<file path="config.mk">
export PLATFORM = sky130hd
export DESIGN_NAME = alu_muldiv_flat
export DESIGN_NICKNAME = d
export VERILOG_FILES = /design/src/rtl/alu_muldiv_if.sv /design/src/rtl/alu_muldiv.sv /design/src/flat_wrapper.sv
export SDC_FILE = /design/constraint.sdc
export NUM_CORES = 1
export LEC_CHECK = 0
export BUFFER_PORTS_ARGS = -buffer_cell sky130_fd_sc_hd__clkbuf_2
export CORE_MARGIN = 1
export CORE_UTILIZATION = 50
export DETAILED_ROUTE_END_ITERATION = 10
export GPL_TIMING_DRIVEN = 0
export PLACE_DENSITY = 0.69
export SLEW_MARGIN = 5
export SYNTH_ARGS = -nofsm -noshare
export SYNTH_HDL_FRONTEND = slang
export SYNTH_SLANG_ARGS = --single-unit
</file>
<file path="constraint.sdc">
create_clock -name clk -period 11 [get_ports clk]
set_clock_uncertainty 0.05 [all_clocks]
set_input_delay 2.2 -clock clk [delete_from_list [all_inputs] [get_ports clk]]
set_output_delay 2.2 -clock clk [all_outputs]
set_load 0.005 [all_outputs]
</file>
<file path="src/rtl/alu_muldiv_if.sv">
// ALU / multiply-divide bundle between the execute datapath and alu_muldiv.
// The master drives operands and md requests; the slave returns results.
interface alu_muldiv_if #(
  parameter int WIDTH = 32
);
  logic [3:0]       operation;
  logic [WIDTH-1:0] a;
  logic [WIDTH-1:0] b;
  logic [WIDTH-1:0] result;
  logic             zero;
  logic             md_start;
  logic [1:0]       md_op;
  logic             md_busy;
  logic             md_done;
  logic [WIDTH-1:0] hi;
  logic [WIDTH-1:0] lo;

  modport master (
    output operation, a, b, md_start, md_op,
    input  result, zero, md_busy, md_done, hi, lo
  );

  modport slave (
    input  operation, a, b, md_start, md_op,
    output result, zero, md_busy, md_done, hi, lo
  );
endinterface

</file>
<file path="src/rtl/alu_muldiv.sv">
// Execute-stage ALU with an iterative 32-step multiply/divide unit.
// HI/LO are written once per operation, in the FIX state.
module alu_muldiv #(
  parameter int WIDTH = 32
) (
  input  logic         clk,
  input  logic         rst_n,
  alu_muldiv_if.slave  io
);
  localparam int CW = $clog2(WIDTH);
  localparam int W2 = 2 * WIDTH;

  typedef enum logic [1:0] {
    S_IDLE, S_RUN, S_FIX, S_DONE
  } state_e;

  state_e           state_q, state_d;
  logic [CW-1:0]    cnt_q, cnt_d;
  logic             div_q, div_d;
  logic             nq_q, nq_d;
  logic             nr_q, nr_d;
  logic             dz_q, dz_d;
  logic [WIDTH-1:0] araw_q, araw_d;
  logic [WIDTH-1:0] dvs_q, dvs_d;
  logic [W2-1:0]    acc_q, acc_d;
  logic [WIDTH-1:0] hi_q, hi_d;
  logic [WIDTH-1:0] lo_q, lo_d;
  logic             busy_q, busy_d;
  logic             done_q, done_d;

  logic             sgn;
  logic [WIDTH-1:0] ax, bx;
  logic [WIDTH:0]   msum, rsh, rdif;
  logic [W2-1:0]    prod;
  logic [WIDTH-1:0] quo, rem;
  logic [WIDTH-1:0] res;

  always_comb begin
    res = '0;
    case (io.operation)
      4'b0010: res = io.a + io.b;
      4'b0110: res = io.a - io.b;
      4'b0000: res = io.a & io.b;
      4'b0001: res = io.a | io.b;
      4'b0111: res = {{(WIDTH-1){1'b0}},
                      $signed(io.a) < $signed(io.b)};
      4'b1100: res = ~(io.a | io.b);
      default: res = '0;
    endcase
  end

  assign io.result  = res;
  assign io.zero    = (res == '0);
  assign io.md_busy = busy_q;
  assign io.md_done = done_q;
  assign io.hi      = hi_q;
  assign io.lo      = lo_q;

  // Signed ops run on magnitudes; signs are reapplied in FIX.
  assign sgn = ~io.md_op[0];
  assign ax  = (sgn && io.a[WIDTH-1]) ? -io.a : io.a;
  assign bx  = (sgn && io.b[WIDTH-1]) ? -io.b : io.b;

  assign msum = {1'b0, acc_q[W2-1:WIDTH]}
              + (acc_q[0] ? {1'b0, dvs_q} : '0);
  assign rsh  = acc_q[W2-1:WIDTH-1];
  assign rdif = rsh - {1'b0, dvs_q};

  assign prod = nq_q ? -acc_q : acc_q;
  assign quo  = nq_q ? -acc_q[WIDTH-1:0] : acc_q[WIDTH-1:0];
  assign rem  = nr_q ? -acc_q[W2-1:WIDTH] : acc_q[W2-1:WIDTH];

  always_comb begin
    state_d = state_q;
    cnt_d   = cnt_q;
    div_d   = div_q;
    nq_d    = nq_q;
    nr_d    = nr_q;
    dz_d    = dz_q;
    araw_d  = araw_q;
    dvs_d   = dvs_q;
    acc_d   = acc_q;
    hi_d    = hi_q;
    lo_d    = lo_q;
    case (state_q)
      S_IDLE: begin
        if (io.md_start) begin
          div_d   = io.md_op[1];
          nq_d    = sgn && (io.a[WIDTH-1] ^ io.b[WIDTH-1]);
          nr_d    = sgn && io.a[WIDTH-1];
          dz_d    = (io.b == '0);
          araw_d  = io.a;
          dvs_d   = bx;
          acc_d   = {{WIDTH{1'b0}}, ax};
          cnt_d   = '0;
          state_d = S_RUN;
        end
      end
      S_RUN: begin
        if (!div_q)
          acc_d = {msum, acc_q[WIDTH-1:1]};
        else if (rdif[WIDTH])
          acc_d = {rsh[WIDTH-1:0], acc_q[WIDTH-2:0], 1'b0};
        else
          acc_d = {rdif[WIDTH-1:0], acc_q[WIDTH-2:0], 1'b1};
        cnt_d = cnt_q + 1'b1;
        if (cnt_q == CW'(WIDTH - 1))
          state_d = S_FIX;
      end
      S_FIX: begin
        if (!div_q) begin
          {hi_d, lo_d} = prod;
        end else if (dz_q) begin
          hi_d = araw_q;
          lo_d = '1;
        end else begin
          hi_d = rem;
          lo_d = quo;
        end
        state_d = S_DONE;
      end
      default: state_d = S_IDLE;
    endcase
    busy_d = (state_d == S_RUN) || (state_d == S_FIX);
    done_d = (state_d == S_DONE);
  end

  always_ff @(posedge clk) begin
    if (!rst_n) begin
      state_q <= S_IDLE;
      cnt_q   <= '0;
      div_q   <= 1'b0;
      nq_q    <= 1'b0;
      nr_q    <= 1'b0;
      dz_q    <= 1'b0;
      araw_q  <= '0;
      dvs_q   <= '0;
      acc_q   <= '0;
      hi_q    <= '0;
      lo_q    <= '0;
      busy_q  <= 1'b0;
      done_q  <= 1'b0;
    end else begin
      state_q <= state_d;
      cnt_q   <= cnt_d;
      div_q   <= div_d;
      nq_q    <= nq_d;
      nr_q    <= nr_d;
      dz_q    <= dz_d;
      araw_q  <= araw_d;
      dvs_q   <= dvs_d;
      acc_q   <= acc_d;
      hi_q    <= hi_d;
      lo_q    <= lo_d;
      busy_q  <= busy_d;
      done_q  <= done_d;
    end
  end
endmodule

</file>
<file path="src/flat_wrapper.sv">
// flat-port wrapper written by rule: the top's interface ports become plain ports
module alu_muldiv_flat 
#(
  parameter int WIDTH = 32
)
  (clk, rst_n, io_operation, io_a, io_b, io_md_start, io_md_op, io_result, io_zero, io_md_busy, io_md_done, io_hi, io_lo);
  alu_muldiv_if #(.WIDTH(WIDTH)) io_i ();
  input  logic clk;
  input  logic rst_n;
  input wire logic [$bits(io_i.operation)-1:0] io_operation;
  input wire logic [$bits(io_i.a)-1:0] io_a;
  input wire logic [$bits(io_i.b)-1:0] io_b;
  input wire logic [$bits(io_i.md_start)-1:0] io_md_start;
  input wire logic [$bits(io_i.md_op)-1:0] io_md_op;
  output wire logic [$bits(io_i.result)-1:0] io_result;
  output wire logic [$bits(io_i.zero)-1:0] io_zero;
  output wire logic [$bits(io_i.md_busy)-1:0] io_md_busy;
  output wire logic [$bits(io_i.md_done)-1:0] io_md_done;
  output wire logic [$bits(io_i.hi)-1:0] io_hi;
  output wire logic [$bits(io_i.lo)-1:0] io_lo;
  assign io_i.operation = io_operation;
  assign io_i.a = io_a;
  assign io_i.b = io_b;
  assign io_i.md_start = io_md_start;
  assign io_i.md_op = io_md_op;
  assign io_result = io_i.result;
  assign io_zero = io_i.zero;
  assign io_md_busy = io_i.md_busy;
  assign io_md_done = io_i.md_done;
  assign io_hi = io_i.hi;
  assign io_lo = io_i.lo;
  alu_muldiv #(.WIDTH(WIDTH)) u_core (.clk(clk), .rst_n(rst_n), .io(io_i));
endmodule
</file>
Word-level counts from Yosys, hierarchy flattened
Cells that the tools add are included.

word-level totals
  logic and storage cells = 72
  input port bits = 73
  register bits after elaboration = 205
  output and inout port bits = 99

operators by class
  add/subtract/negate cells = 10
  $lt $le $gt $ge = 1
  mux-type cells = 20
  bitwise operators = 5
  reductions and logical operators = 11
  eq/ne operators = 12

operators with widths
  operator                                             count
  2-to-1 mux 32 bit                                    9
  2-to-1 mux 64 bit                                    4
  one-hot mux 32 bit (6 select lines)                  1
  negation 32 bit                                      4
  one-hot mux 64 bit (2 select lines)                  1
  logical NOT 32 bit                                   2
  negation 64 bit                                      1
  adder 32 x 33 -> 33 bit                              1
  subtractor 33 x 32 -> 33 bit                         1
  adder 32 bit                                         1
  AND 32 bit                                           1
  < comparator 32 bit                                  1
  NOT 32 bit                                           1
  OR 32 bit                                            1
  subtractor 32 bit                                    1
  one-hot mux 5 bit (2 select lines)                   1
  equality test 4 x 3 -> 1 bit, second input constant  2
  equality test 2 bit, second input constant           3
  one-hot mux 2 bit (3 select lines)                   1
  adder 5 x 1 -> 5 bit, second input constant          1
  equality test 5 bit, second input constant           1
  2-to-1 mux 5 bit                                     1
  equality test 2 x 1 -> 1 bit, second input constant  2
  equality test 4 x 1 -> 1 bit, second input constant  1
  12 further kinds                                     16

Longest topological paths before layout
  word-level depth = 5
  depth in mapped cells = 16
  gate-level depth less buffers = 15

Worst setup path after synthesis
Ideal clock, no wire load.

  path kind = input -> output
  from = input port io_b[4]
  to = output port io_zero
  slack = 2.690 ns
  required time = 8.750 ns
  buffers on the path = 1
  stages on the path = 14
  arrival = 6.060 ns
  cell sequence = inv_1 -> ha_1 -> buf_6 -> o211ai_1 -> o21a_1 -> o21ba_2 -> o41ai_1 -> mux2i_1 -> nand3b_1 -> or4_1 -> or4_1 -> or4_1 -> or4_1 -> nor4_2

between the ends
  elaborated cells between the ends (all ways) = 8
  those cells by class = add/sub (2); order compare (1); mux (1); bitwise (3); reduce/logical (1)

RTL lines
  element                                            line                                RTL
  start, declared                                    flat_wrapper.sv:12                  input wire logic [$bits(io_i.b)-1:0] io_b;
  subtractor 32 bit or adder 32 bit (tied branches)  alu_muldiv.sv:42, alu_muldiv.sv:41
  one-hot mux 32 bit (6 select lines) *              alu_muldiv.sv:40                    case (io.operation)
  named net io_result[13]                            flat_wrapper.sv:15                  output wire logic [$bits(io_i.result)-1:0] io_result;
  logical NOT 32 bit *                               alu_muldiv.sv:53                    assign io.zero = (res == '0);
  end, declared                                      flat_wrapper.sv:16                  output wire logic [$bits(io_i.zero)-1:0] io_zero;

Mark *: on every way through the listed nets, which the timed path passes. The rest lies on a longest branch.

Worst setup path after layout
  from = input port io_a[4]
  to = output port io_zero

between the ends
  cells in the longest elaborated chain, start to end = 4
  elaborated cells between the ends (all ways) = 8
  those cells by class = add/sub (2); order compare (1); mux (1); bitwise (3); reduce/logical (1)

ends and longest elaborated chain
  element                                                                    line                RTL
  start, declared                                                            flat_wrapper.sv:11  input wire logic [$bits(io_i.a)-1:0] io_a;
  parallel branches: the longest is 2 deep, another holds subtractor 32 bit  n/a
  one-hot mux 32 bit (6 select lines) *                                      alu_muldiv.sv:40
  logical NOT 32 bit *                                                       alu_muldiv.sv:53

Mark *: on every way between the ends.

==> flow_summary.toml <==
[setup_path]
r2r_slack_ns = 5.33
worstPathArrival_ns = 7.20
path_class = "input pin to output port"
critPathLaunchType = "input pin"
worstPathRequired_ns = 8.75
critPathMaxFanout = 10
cp-end-kind = "output port"

[clocking]
postCtsResizedCells = 0
hold_buffers = 0
clk_pin_slew_ns = 0.06
clockBufferDepth = 3
cts_buffers = 22
clock_latency_ns = 0.53
cts_sinks = 205
root_buffer = "clkbuf_16"
cts_setup_buffers = 0
cts_tree = "done"
cts_max_level = 1

[synthesis]
synth_cells = 2848
synth_edf_count = 0
synthDistinctLibCells = 96
synth-async-reset-ratio = 0
post-synth-top-count-cell = "nand2_1"
ys_ff_latch = 205
syn_area_mm2 = 0.02070
synth_nets = 3098
synth_top_area_frac = 0.1982
seq_area_frac_synth = 0.1982
synth_area_per_cell_um2 = 7.269
yosysTopAreaCell = "dfxtp_1"
synth_commonest_cells = "nand2_1 (266), a21oi_1 (246), nor2_1 (241)"
synth_area_leaders = "dfxtp_1 (20%), ha_1 (10%), a21oi_1 (5.9%)"
ys_warn_count = 0
ys.flop_type = "dfxtp_1"

[timing]
worstMarginPinSlew_ns = 1.099
setup_viol = 0
rsz0062_at_grt = "false"
post-route-min-period_ns = 9.450
finalHoldViolCount = 0
period_share = 0.8591
max_clock_freq_mhz = 105.8
worst_slack_ns = 1.550
timing.slew.headroom = 0.2607
timing.final.max_slew_violations = 0
setup_tns_ns = 0

[place]
hpwl_um = 71280
gp_congestion = 1.067
pre_cts_ws_ns = 1.547
port_buffers = 170

[detailed_routing]
vias_per_cell = 6.531
wl_per_cell_um = 24.71
dr.pass1.iters = 6
drc = 0
routed_wl_um = 88710
drt-initial-drc-count = 2695
antenna_left = 0
vias = 23450

[pwr]
cellPowerDensity_mw_per_mm2 = 111.9
pwr-share-clk = 0.325
p_comb_frac = 0.357
peakVddDrop_v = 0.00008175
power.leakage_nw = 9.369
power_frac_seq = 0.318
power_switching_uw = 980.3
p_sw_frac = 0.3806
power.internal_mw = 1.595

[grt]
grt_use_total = 0.4083
antenna_found_initial = 1
grt_max_degree = 15
grt_pass1_vias = 21690
grt_pass1_wl_um = 131100
gr-total-overflow = 0

[floorplanning]
io_pins = 172
die_area_mm2 = 0.04222
die_h_um = 205.5
die_w_um = 205.5
rows = 74
coreArea_mm2 = 0.04083
start_util = 0.5070

[flow_run]
max_cap_viol_count = 0

[cells_and_area]
drive_above_1_share = 0.08930
fin_nets = 3292
syn_to_final_growth_pct = 11.21

[run_status]
outcome = "finished, final reports clean"

[min_path]
hold_class = "register to register"
==> sequential cells by signal (all words and copies together) (netlist names) <==
register and flops:
u_core.io.hi 32, u_core.io.lo 32, u_core.cnt_q 5, u_core.io.md_busy 1
u_core.io.md_done 1, u_core.nr_q 1, u_core.div_q 1, u_core.state_q 2
u_core.araw_q 32, u_core.dvs_q 32, u_core.nq_q 1, u_core.dz_q 1
u_core.acc_q 64
==> layout by cell type (no fill, tap or decap), types with 13 or more instances in the layout <==
cell,instances
a311oi_1,15
a211oi_1,97
mux2i_1,79
nand2b_1,31
clkbuf_16,22
o22a_1,20
a22oi_1,37
o21bai_1,15
or3_1,26
nor3_1,43
o31ai_1,30
and3_1,15
xor2_1,68
o21a_1,13
clkbuf_1,180
nor2b_1,19
nand3_1,59
a21oi_1,246
nand4_1,22
o22ai_1,16
a31oi_1,37
inv_1,156
dfxtp_1,205
buf_1,18
o211ai_1,27
o21ai_0,235
or4_1,25
nor4_1,31
nand2_1,266
ha_1,173
o41ai_1,15
nor2_1,241
xnor2_1,124
a21o_1,53
clkbuf_2,171
==> cell families (layout without fill, tap and decap cells) <==
| family | Yosys count | after routing | synth area share |
|---|---|---|---|
| buffers and inverters | 370 | 579 | 0.06878 |
| DFF | 205 | 205 | 0.1982 |
| adders and majority gates | 177 | 177 | 0.1084 |
| AOI/OAI and AO/OA | 980 | 980 | 0.3092 |
| other | 0 | 1 | 0 |
| xor gates and xnor gates | 192 | 192 | 0.08123 |
| muxes | 86 | 86 | 0.04200 |
| and+or+nand+nor | 838 | 838 | 0.1921 |
==> critical path, stage by stage <==
cell      delay, ns
clkbuf_2       0.23
inv_1          0.15
ha_1           0.44
buf_6          0.20
o211ai_1       0.12
o21a_1         0.22
o21ba_2        0.27
o41ai_1        0.67
mux2i_1        0.26
nand3b_1       0.13
or4_1          0.41
or4_1          0.52
or4_1          0.47
or4_1          0.52
nor4_2         0.21
clkbuf_2       0.15
==> cell type report <==
| class | instances | area, µm² |
|---|---|---|
| buffer | 211 | 827.0 |
| antenna | 1 | 2.502 |
| clock inverter | 12 | 211.5 |
| sequential | 205 | 4104 |
| clock buffer | 27 | 589.3 |
| timing repair buffer | 170 | 850.8 |
| multi-input combinational | 2273 | 15170 |
| fill | 4017 | 17810 |
| tap | 532 | 665.6 |
| inverter | 159 | 596.8 |
==> per-stage QoR <==
| stage | hold slack (ns) | std cells | instance area [µm²] | total power [mW] | util |
|---|---|---|---|---|---|
| after floorplan | 0.3832 | 2848 | 20700 | 1.414 | - |
| after global placement | 0.3929 | 3550 | 22220 | 1.708 | 0.5442 |
| after detailed placement | 0.3970 | 3550 | 22220 | 1.717 | 0.5442 |
| after CTS | 0.4064 | 3589 | 23020 | 2.540 | 0.5638 |
| after global routing | 0.4309 | 3589 | 23020 | 2.667 | 0.5638 |
| final | 0.4035 | 3590 | 23020 | 2.576 | 0.5638 |
==> layer usage <==
layer | vias to the layer above | share of wire | track usage | wire, µm
met1 | 11130 | 0.41 | 0.5244 | 35990
met2 | 1323 | 0.45 | 0.6589 | 39520
met5 | - | 0.00014 | 0 | 12
li1 | 10730 | - | - | -
met4 | 2 | 0.060 | 0.2249 | 5292
met3 | 259 | 0.089 | 0.05290 | 7895
==> power by group through the flow <==
stage                     registers, mW  logic (mW)  clock network (mW)
final                             0.819       0.920               0.836
after global routing              0.821       0.983               0.863
after CTS                         0.816       0.889               0.835
after detailed placement          0.833       0.884                   0
after global placement            0.832       0.876                   0
after floorplan                   0.814       0.600                   0
==> final timing paths <==
check,from,cells past startpoint,end
worst max-delay path,io_a[4],16,io_zero
worst min-delay path,u_core.io.hi[27],2,u_core.io.hi[27]
worst max register to register,u_core.acc_q[31],16,u_core.acc_q[56]
worst min register to register,u_core.io.hi[27],2,u_core.io.hi[27]
No activity file was read; power rests on OpenSTA's default activity.
